## src/rtl/rv_core_pkg.sv

```systemverilog
// Core-wide constants and the writeback request record shared by the
// writeback and long-latency stages.
package rv_core_pkg;
  localparam int XLEN       = 32;
  localparam int REG_ADDR_W = 5;
  localparam int NUM_REGS   = 32;

  typedef struct packed {
    logic                  valid;
    logic [REG_ADDR_W-1:0] wa;
    logic [XLEN-1:0]       wd;
  } wb_req_t;
endpackage

```

## src/rtl/regfile_wb_arbiter_if.sv

```systemverilog
// Valid/ready writeback request channel; one instance per writer.
interface regfile_wb_arbiter_if
  import rv_core_pkg::*;
  ();
  wb_req_t req;
  logic    ready;

  modport master (output req, input ready);
  modport slave  (input req, output ready);
endinterface

```

## src/rtl/wb_scoreboard.sv

```systemverilog
// Busy bitmap of registers awaiting a long-latency write, with three
// combinational lookup ports. x0 can never become busy.
module wb_scoreboard
  import rv_core_pkg::*;
(
  input  logic                  clk,
  input  logic                  rst,
  input  logic                  set_en,
  input  logic [REG_ADDR_W-1:0] set_idx,
  input  logic                  clr_en,
  input  logic [REG_ADDR_W-1:0] clr_idx,
  input  logic [REG_ADDR_W-1:0] look_a,
  input  logic [REG_ADDR_W-1:0] look_b,
  input  logic [REG_ADDR_W-1:0] look_c,
  output logic                  busy_a,
  output logic                  busy_b,
  output logic                  busy_c,
  output logic [NUM_REGS-1:0]   busy
);
  localparam logic [NUM_REGS-1:0] ONE_HOT0 = {{(NUM_REGS-1){1'b0}}, 1'b1};

  logic [NUM_REGS-1:0] busy_r;
  logic [NUM_REGS-1:0] set_mask_s;
  logic [NUM_REGS-1:0] clr_mask_s;
  logic [NUM_REGS-1:0] busy_nxt_s;

  // Next bitmap: the set mask is applied after the clear, so set wins on a tie.
  always_comb begin
    set_mask_s = set_en ? (ONE_HOT0 << set_idx) : {NUM_REGS{1'b0}};
    set_mask_s = set_mask_s & ~ONE_HOT0;
    clr_mask_s = clr_en ? (ONE_HOT0 << clr_idx) : {NUM_REGS{1'b0}};
    busy_nxt_s = (busy_r & ~clr_mask_s) | set_mask_s;
  end

  // Bitmap register.
  always_ff @(posedge clk) begin
    if (rst) begin
      busy_r <= {NUM_REGS{1'b0}};
    end else begin
      busy_r <= busy_nxt_s;
    end
  end

  assign busy_a = busy_r[look_a];
  assign busy_b = busy_r[look_b];
  assign busy_c = busy_r[look_c];
  assign busy   = busy_r;
endmodule

```

## src/rtl/regfile_wb_arbiter.sv

```systemverilog
// Shares the register file write port between the pipeline writeback and the
// long-latency unit, with a starvation guard and an lu-write scoreboard.
module regfile_wb_arbiter
  import rv_core_pkg::*;
#(
  parameter int STARVE_MAX = 4
) (
  input  logic                        clk,
  input  logic                        rst,
  regfile_wb_arbiter_if.slave         pipe,
  regfile_wb_arbiter_if.slave         lu,
  input  logic                        lu_issue,
  input  logic [REG_ADDR_W-1:0]       lu_issue_rd,
  input  logic [REG_ADDR_W-1:0]       chk_ra1,
  input  logic [REG_ADDR_W-1:0]       chk_ra2,
  input  logic [REG_ADDR_W-1:0]       chk_rd,
  output logic                        hazard,
  output logic                        rf_we,
  output logic [REG_ADDR_W-1:0]       rf_wa,
  output logic [XLEN-1:0]             rf_wd,
  output logic [NUM_REGS-1:0]         sb_busy
);
  localparam int                CNT_W      = $clog2(STARVE_MAX + 1);
  localparam logic [CNT_W-1:0]  STARVE_LIM = CNT_W'(STARVE_MAX);

  logic [CNT_W-1:0]      starve_cnt_r;
  logic [CNT_W-1:0]      starve_nxt_s;
  logic                  src_lu_r;
  logic                  override_s;
  logic                  pipe_hs_s;
  logic                  lu_hs_s;
  logic [REG_ADDR_W-1:0] sel_wa_s;
  logic [XLEN-1:0]       sel_wd_s;
  logic                  busy_a_s;
  logic                  busy_b_s;
  logic                  busy_c_s;

  assign override_s = (starve_cnt_r == STARVE_LIM) && lu.req.valid;
  assign pipe.ready = !override_s;
  assign lu.ready   = override_s || !pipe.req.valid;
  assign pipe_hs_s  = pipe.req.valid && pipe.ready;
  assign lu_hs_s    = lu.req.valid && lu.ready;

  // Grant selection and starvation counter update.
  always_comb begin
    sel_wa_s = lu_hs_s ? lu.req.wa : pipe.req.wa;
    sel_wd_s = lu_hs_s ? lu.req.wd : pipe.req.wd;
    if (!lu.req.valid || lu_hs_s) begin
      starve_nxt_s = {CNT_W{1'b0}};
    end else if (pipe.req.valid && !override_s && (starve_cnt_r != STARVE_LIM)) begin
      starve_nxt_s = starve_cnt_r + CNT_W'(1'b1);
    end else begin
      starve_nxt_s = starve_cnt_r;
    end
  end

  // Registered write port; address/data hold when no handshake occurs.
  always_ff @(posedge clk) begin
    if (rst) begin
      rf_we        <= 1'b0;
      rf_wa        <= {REG_ADDR_W{1'b0}};
      rf_wd        <= {XLEN{1'b0}};
      src_lu_r     <= 1'b0;
      starve_cnt_r <= {CNT_W{1'b0}};
    end else begin
      starve_cnt_r <= starve_nxt_s;
      if (pipe_hs_s || lu_hs_s) begin
        rf_we    <= (sel_wa_s != {REG_ADDR_W{1'b0}});
        rf_wa    <= sel_wa_s;
        rf_wd    <= sel_wd_s;
        src_lu_r <= lu_hs_s;
      end else begin
        rf_we    <= 1'b0;
      end
    end
  end

  // Busy drops on the same edge the register file commits the lu result.
  wb_scoreboard u_sb (
    .clk     (clk),
    .rst     (rst),
    .set_en  (lu_issue),
    .set_idx (lu_issue_rd),
    .clr_en  (rf_we && src_lu_r),
    .clr_idx (rf_wa),
    .look_a  (chk_ra1),
    .look_b  (chk_ra2),
    .look_c  (chk_rd),
    .busy_a  (busy_a_s),
    .busy_b  (busy_b_s),
    .busy_c  (busy_c_s),
    .busy    (sb_busy)
  );

  assign hazard = busy_a_s || busy_b_s || busy_c_s;
endmodule

```

## src/flat_wrapper.sv

```systemverilog
// flat-port wrapper written by rule: the top's interface ports become plain ports
module regfile_wb_arbiter_flat import rv_core_pkg::*;
#(
  parameter int STARVE_MAX = 4
)
  (clk, rst, lu_issue, lu_issue_rd, chk_ra1, chk_ra2, chk_rd, hazard, rf_we, rf_wa, rf_wd, sb_busy, pipe_req, pipe_ready, lu_req, lu_ready);
  regfile_wb_arbiter_if pipe_i ();
  regfile_wb_arbiter_if lu_i ();
  input  logic clk;
  input  logic rst;
  input  logic lu_issue;
  input  logic [REG_ADDR_W-1:0] lu_issue_rd;
  input  logic [REG_ADDR_W-1:0] chk_ra1;
  input  logic [REG_ADDR_W-1:0] chk_ra2;
  input  logic [REG_ADDR_W-1:0] chk_rd;
  output logic hazard;
  output logic rf_we;
  output logic [REG_ADDR_W-1:0] rf_wa;
  output logic [XLEN-1:0] rf_wd;
  output logic [NUM_REGS-1:0] sb_busy;
  input wire logic [$bits(pipe_i.req)-1:0] pipe_req;
  output wire logic [$bits(pipe_i.ready)-1:0] pipe_ready;
  input wire logic [$bits(lu_i.req)-1:0] lu_req;
  output wire logic [$bits(lu_i.ready)-1:0] lu_ready;
  assign pipe_i.req = pipe_req;
  assign pipe_ready = pipe_i.ready;
  assign lu_i.req = lu_req;
  assign lu_ready = lu_i.ready;
  regfile_wb_arbiter #(.STARVE_MAX(STARVE_MAX)) u_core (.clk(clk), .rst(rst), .pipe(pipe_i), .lu(lu_i), .lu_issue(lu_issue), .lu_issue_rd(lu_issue_rd), .chk_ra1(chk_ra1), .chk_ra2(chk_ra2), .chk_rd(chk_rd), .hazard(hazard), .rf_we(rf_we), .rf_wa(rf_wa), .rf_wd(rf_wd), .sb_busy(sb_busy));
endmodule
```

## config.mk

```make
export PLATFORM = sky130hd
export DESIGN_NAME = regfile_wb_arbiter_flat
export DESIGN_NICKNAME = d
export VERILOG_FILES = /design/src/rtl/rv_core_pkg.sv /design/src/rtl/regfile_wb_arbiter_if.sv /design/src/rtl/wb_scoreboard.sv /design/src/rtl/regfile_wb_arbiter.sv /design/src/flat_wrapper.sv
export SDC_FILE = /design/constraint.sdc
export NUM_CORES = 1
export LEC_CHECK = 0
export CAP_MARGIN = 20
export CORE_UTILIZATION = 47
export CTS_BUF_LIST = sky130_fd_sc_hd__clkbuf_8
export DETAILED_ROUTE_END_ITERATION = 10
export PLACE_DENSITY = 0.86
export SLEW_MARGIN = 25
export SYNTH_ARGS = -nofsm -noshare
export SYNTH_HDL_FRONTEND = slang
export SYNTH_SLANG_ARGS = --single-unit
```

## constraint.sdc

```tcl
create_clock -name clk -period 5.9 [get_ports clk]
set_input_delay 1.18 -clock clk [delete_from_list [all_inputs] [get_ports clk]]
set_output_delay 1.18 -clock clk [all_outputs]
set_load 0.05 [all_outputs]
```

==> impl_metrics.env <==
export IMPL_drtIter0Drc=357
export IMPL_pin_count=172
export IMPL_syn_to_final_growth_pct=48.4
export IMPL_tightest_slew_ps=719
export IMPL_syn_nets=535
export IMPL_clk_pin_slew_ps=70
export IMPL_yosysWarnings=0
export IMPL_synth_seq_area_share=0.374
export IMPL_worst_r2r_setup_slack_ps=3990
export IMPL_hold_viol_final=0
export IMPL_clock_path_buffers=2
export IMPL_use_met3=0.0801
export IMPL_die_w_microns=93.8
export IMPL_period_needed_ps=5410
export IMPL_r2r_cells=7
export IMPL_power_density_nw_per_um2=208
export IMPL_r2r_end="u_core.rf_we"
export IMPL_cts_buffers=9
export IMPL_ant_nets=0
export IMPL_drcViolationCount=0
export IMPL_grt_use_met1=0.367
export IMPL_setup_viol=0
export IMPL_rsz0062_at_grt="false"
export IMPL_synth_main_ff_cell="dfxtp_1"
export IMPL_fill_cells=606
export IMPL_grt_pass1_wl_mm=19.8
export IMPL_crit_path_end_kind="output port"
export IMPL_drive_gt1_frac=0.0760
export IMPL_row_count=33
export IMPL_p_clk_frac=0.290
export IMPL_grt_max_degree=73
export IMPL_required_ps=4720
export IMPL_via_per_inst=5.94
export IMPL_num_nets_final=688
export IMPL_synthDistinctLibCells=36
export IMPL_grtUsageMet2=0.483
export IMPL_port_buffers=171
export IMPL_finalWirelength_mm=13.0
export IMPL_diodes=0
export IMPL_grt_total_usage=0.296
export IMPL_startpoint="chk_rd[0]"
export IMPL_netlist_area_sq_um=3960
export IMPL_die_area_sq_um=8790
export IMPL_cts_tree="yes"
export IMPL_status="completed"
export IMPL_critPathMaxFanout=8
export IMPL_htree_levels=3
export IMPL_start_kind="input port"
export IMPL_relSlewSlack=0.521
export IMPL_p_leak_nw=2.27
export IMPL_antenna_found_initial=0
export IMPL_min_period_over_period=0.916
export IMPL_reg2reg_from="u_core.starve_cnt_r[0]"
export IMPL_peakVddDrop_v=0.000100
export IMPL_switching_share=0.321
export IMPL_dp_hpwl_mm=9.89
export IMPL_critPathKind="input port to output port"
export IMPL_num_vias=4137
export IMPL_cts_sinks=74
export IMPL_seq_power_share=0.445
export IMPL_synth_edf_count=0
export IMPL_ys_seq_elements=74
export IMPL_p_sw_mw=0.393
export IMPL_post_cts_buffers=0
export IMPL_ctsHoldBuffers=0
export IMPL_combinationalPowerShare=0.266
export IMPL_grt_busiest_layer="met2"
export IMPL_clock_latency_ps=350
export IMPL_netlist_instances=434
export IMPL_die_height_microns=93.8
export IMPL_globalplace_congestion=0.977
export IMPL_drv_cap=0
export IMPL_syn_area_per_cell_sq_um=9.12
export IMPL_firstDrtPassIters=5
export IMPL_total_power_mw=1.22
export IMPL_start_util=0.484
export IMPL_hold_path_class="flip-flop to flip-flop"
export IMPL_grt_pass1_vias=3780
export IMPL_async_reset_ff_frac=0
export IMPL_endpoint="hazard"
export IMPL_timing_fmax_mhz=185
export IMPL_wire_per_inst_microns=18.6
export IMPL_fin_setup_tns_ps=0
export IMPL_root_buffer="clkbuf_8"
export IMPL_cts_resized=0
export IMPL_cp_arrival_ps=4230
export IMPL_drv_slew=0
export IMPL_overflow=0
export IMPL_skew_ps=12.7
export IMPL_power_internal_mw=0.830
export IMPL_core_area_sq_um=8180
[cell families after synthesis]
logic type	share of synthesized area
fa+ha+maj	0.00632
mux	0.242
simple gates	0.170
buf+inv	0.0345
compound gates	0.173
flops	0.374
[metal layers]
metal / routed length, microns / share of wire
met1: 4830 / 0.37
met2: 6060 / 0.47
met3: 1550 / 0.12
met4: 515 / 0.040
met5: 0 / 0
[cell usage after synthesis (2+ instances only)]
cell | number | area [sq um]
a211oi_1 | 38 | 285
a21oi_1 | 33 | 165
and2_1 | 2 | 12.5
and3_1 | 4 | 25.0
buf_1 | 2 | 7.51
buf_2 | 4 | 20.0
clkbuf_1 | 25 | 93.8
dfxtp_1 | 74 | 1480
ha_1 | 2 | 25.0
inv_1 | 4 | 15.0
mux2i_1 | 45 | 450
mux4_2 | 22 | 495
nand2_1 | 39 | 146
nand2b_1 | 6 | 37.5
nand3_1 | 13 | 65.1
nand3b_1 | 2 | 15.0
nand4_1 | 3 | 18.8
nor2_1 | 50 | 188
nor2b_1 | 8 | 50.1
nor3_1 | 3 | 15.0
nor3b_1 | 4 | 30.0
o2111ai_1 | 3 | 26.3
o211ai_1 | 2 | 15.0
o21ai_0 | 32 | 160
or2_2 | 2 | 12.5
or4_1 | 2 | 15.0
[power by group through the flow]
stage | sequential [mW] | combinational (mW) | clock (mW)
finish | 0.544 | 0.325 | 0.354
global route | 0.547 | 0.342 | 0.379
CTS | 0.543 | 0.325 | 0.358
detailed placement | 0.555 | 0.324 | 0
global placement | 0.554 | 0.320 | 0
floorplan | 0.633 | 0.100 | 0
[cell usage in the layout, fill, tap and decap left out, drive strengths merged, types with 3 or more instances in the layout]
cell type / Yosys / final
buf: 6 / 3
o2111ai: 3 / 3
a21oi: 33 / 33
nor2b: 8 / 8
nor3b: 4 / 4
nand4: 3 / 3
nand3: 13 / 13
mux4: 22 / 22
inv: 4 / 6
nor3: 3 / 3
clkinv: 0 / 3
clkdlybuf4s50: 0 / 170
dfxtp: 74 / 74
clkbuf: 25 / 10
o21ai: 32 / 32
and3: 4 / 4
nor2: 50 / 50
a211oi: 38 / 38
mux2i: 45 / 45
nand2: 39 / 39
nand2b: 6 / 6
[through the flow]
stage                util  cell area [sq um]  worst slack (ps)  instances  hold slack, ps
floorplan               -               3960              1590        434             479
global placement    0.696               5690               512        681             486
detailed placement  0.696               5690               477        681             490
CTS                 0.718               5870               473        697             500
global route        0.719               5870               313        697             520
finish              0.719               5870               494        697             499
[how the worst min path moves through the flow]
stage                                      start                     end  slack, ps  cells after the start
after CTS                       u_core.rf_wd[26]        u_core.rf_wd[26]        500                      2
after detailed placement        u_core.rf_wd[26]        u_core.rf_wd[26]        490                      2
after floorplan           u_core.starve_cnt_r[0]  u_core.starve_cnt_r[0]        480                      2
after global placement          u_core.rf_wd[16]        u_core.rf_wd[16]        490                      2
after global routing             u_core.rf_wd[4]         u_core.rf_wd[4]        520                      2
final                            u_core.rf_wd[1]         u_core.rf_wd[1]        500                      2
[area by class of cell]
| type | instances | area (sq um) | area share |
|---|---|---|---|
| clock buffer | 10 | 138 | 0.0234 |
| clock inverter | 6 | 40.0 | 0.00682 |
| inverter | 4 | 15.0 | 0.00256 |
| multi-input combinational | 325 | 2350 | 0.400 |
| sequential | 74 | 1480 | 0.252 |
| tap | 105 | 131 | 0.0224 |
| timing repair buffer | 173 | 1720 | 0.293 |
[state kept, by name, indices dropped and copies added (netlist names)]
signal / flops
u_core.starve_cnt_r: 3
u_core.rf_we: 1
u_core.u_sb.busy: 32
u_core.rf_wa: 5
u_core.rf_wd: 32
u_core.src_lu_r: 1
[worst max-delay path: stages]
cell and delay [ps]:
clkdlybuf4s50_1 770, mux4_2 560, mux4_2 470, mux2i_1 160, nand2_1 60, or3_1 310
clkdlybuf4s50_1 710
(Power assumes the default switching activity.)
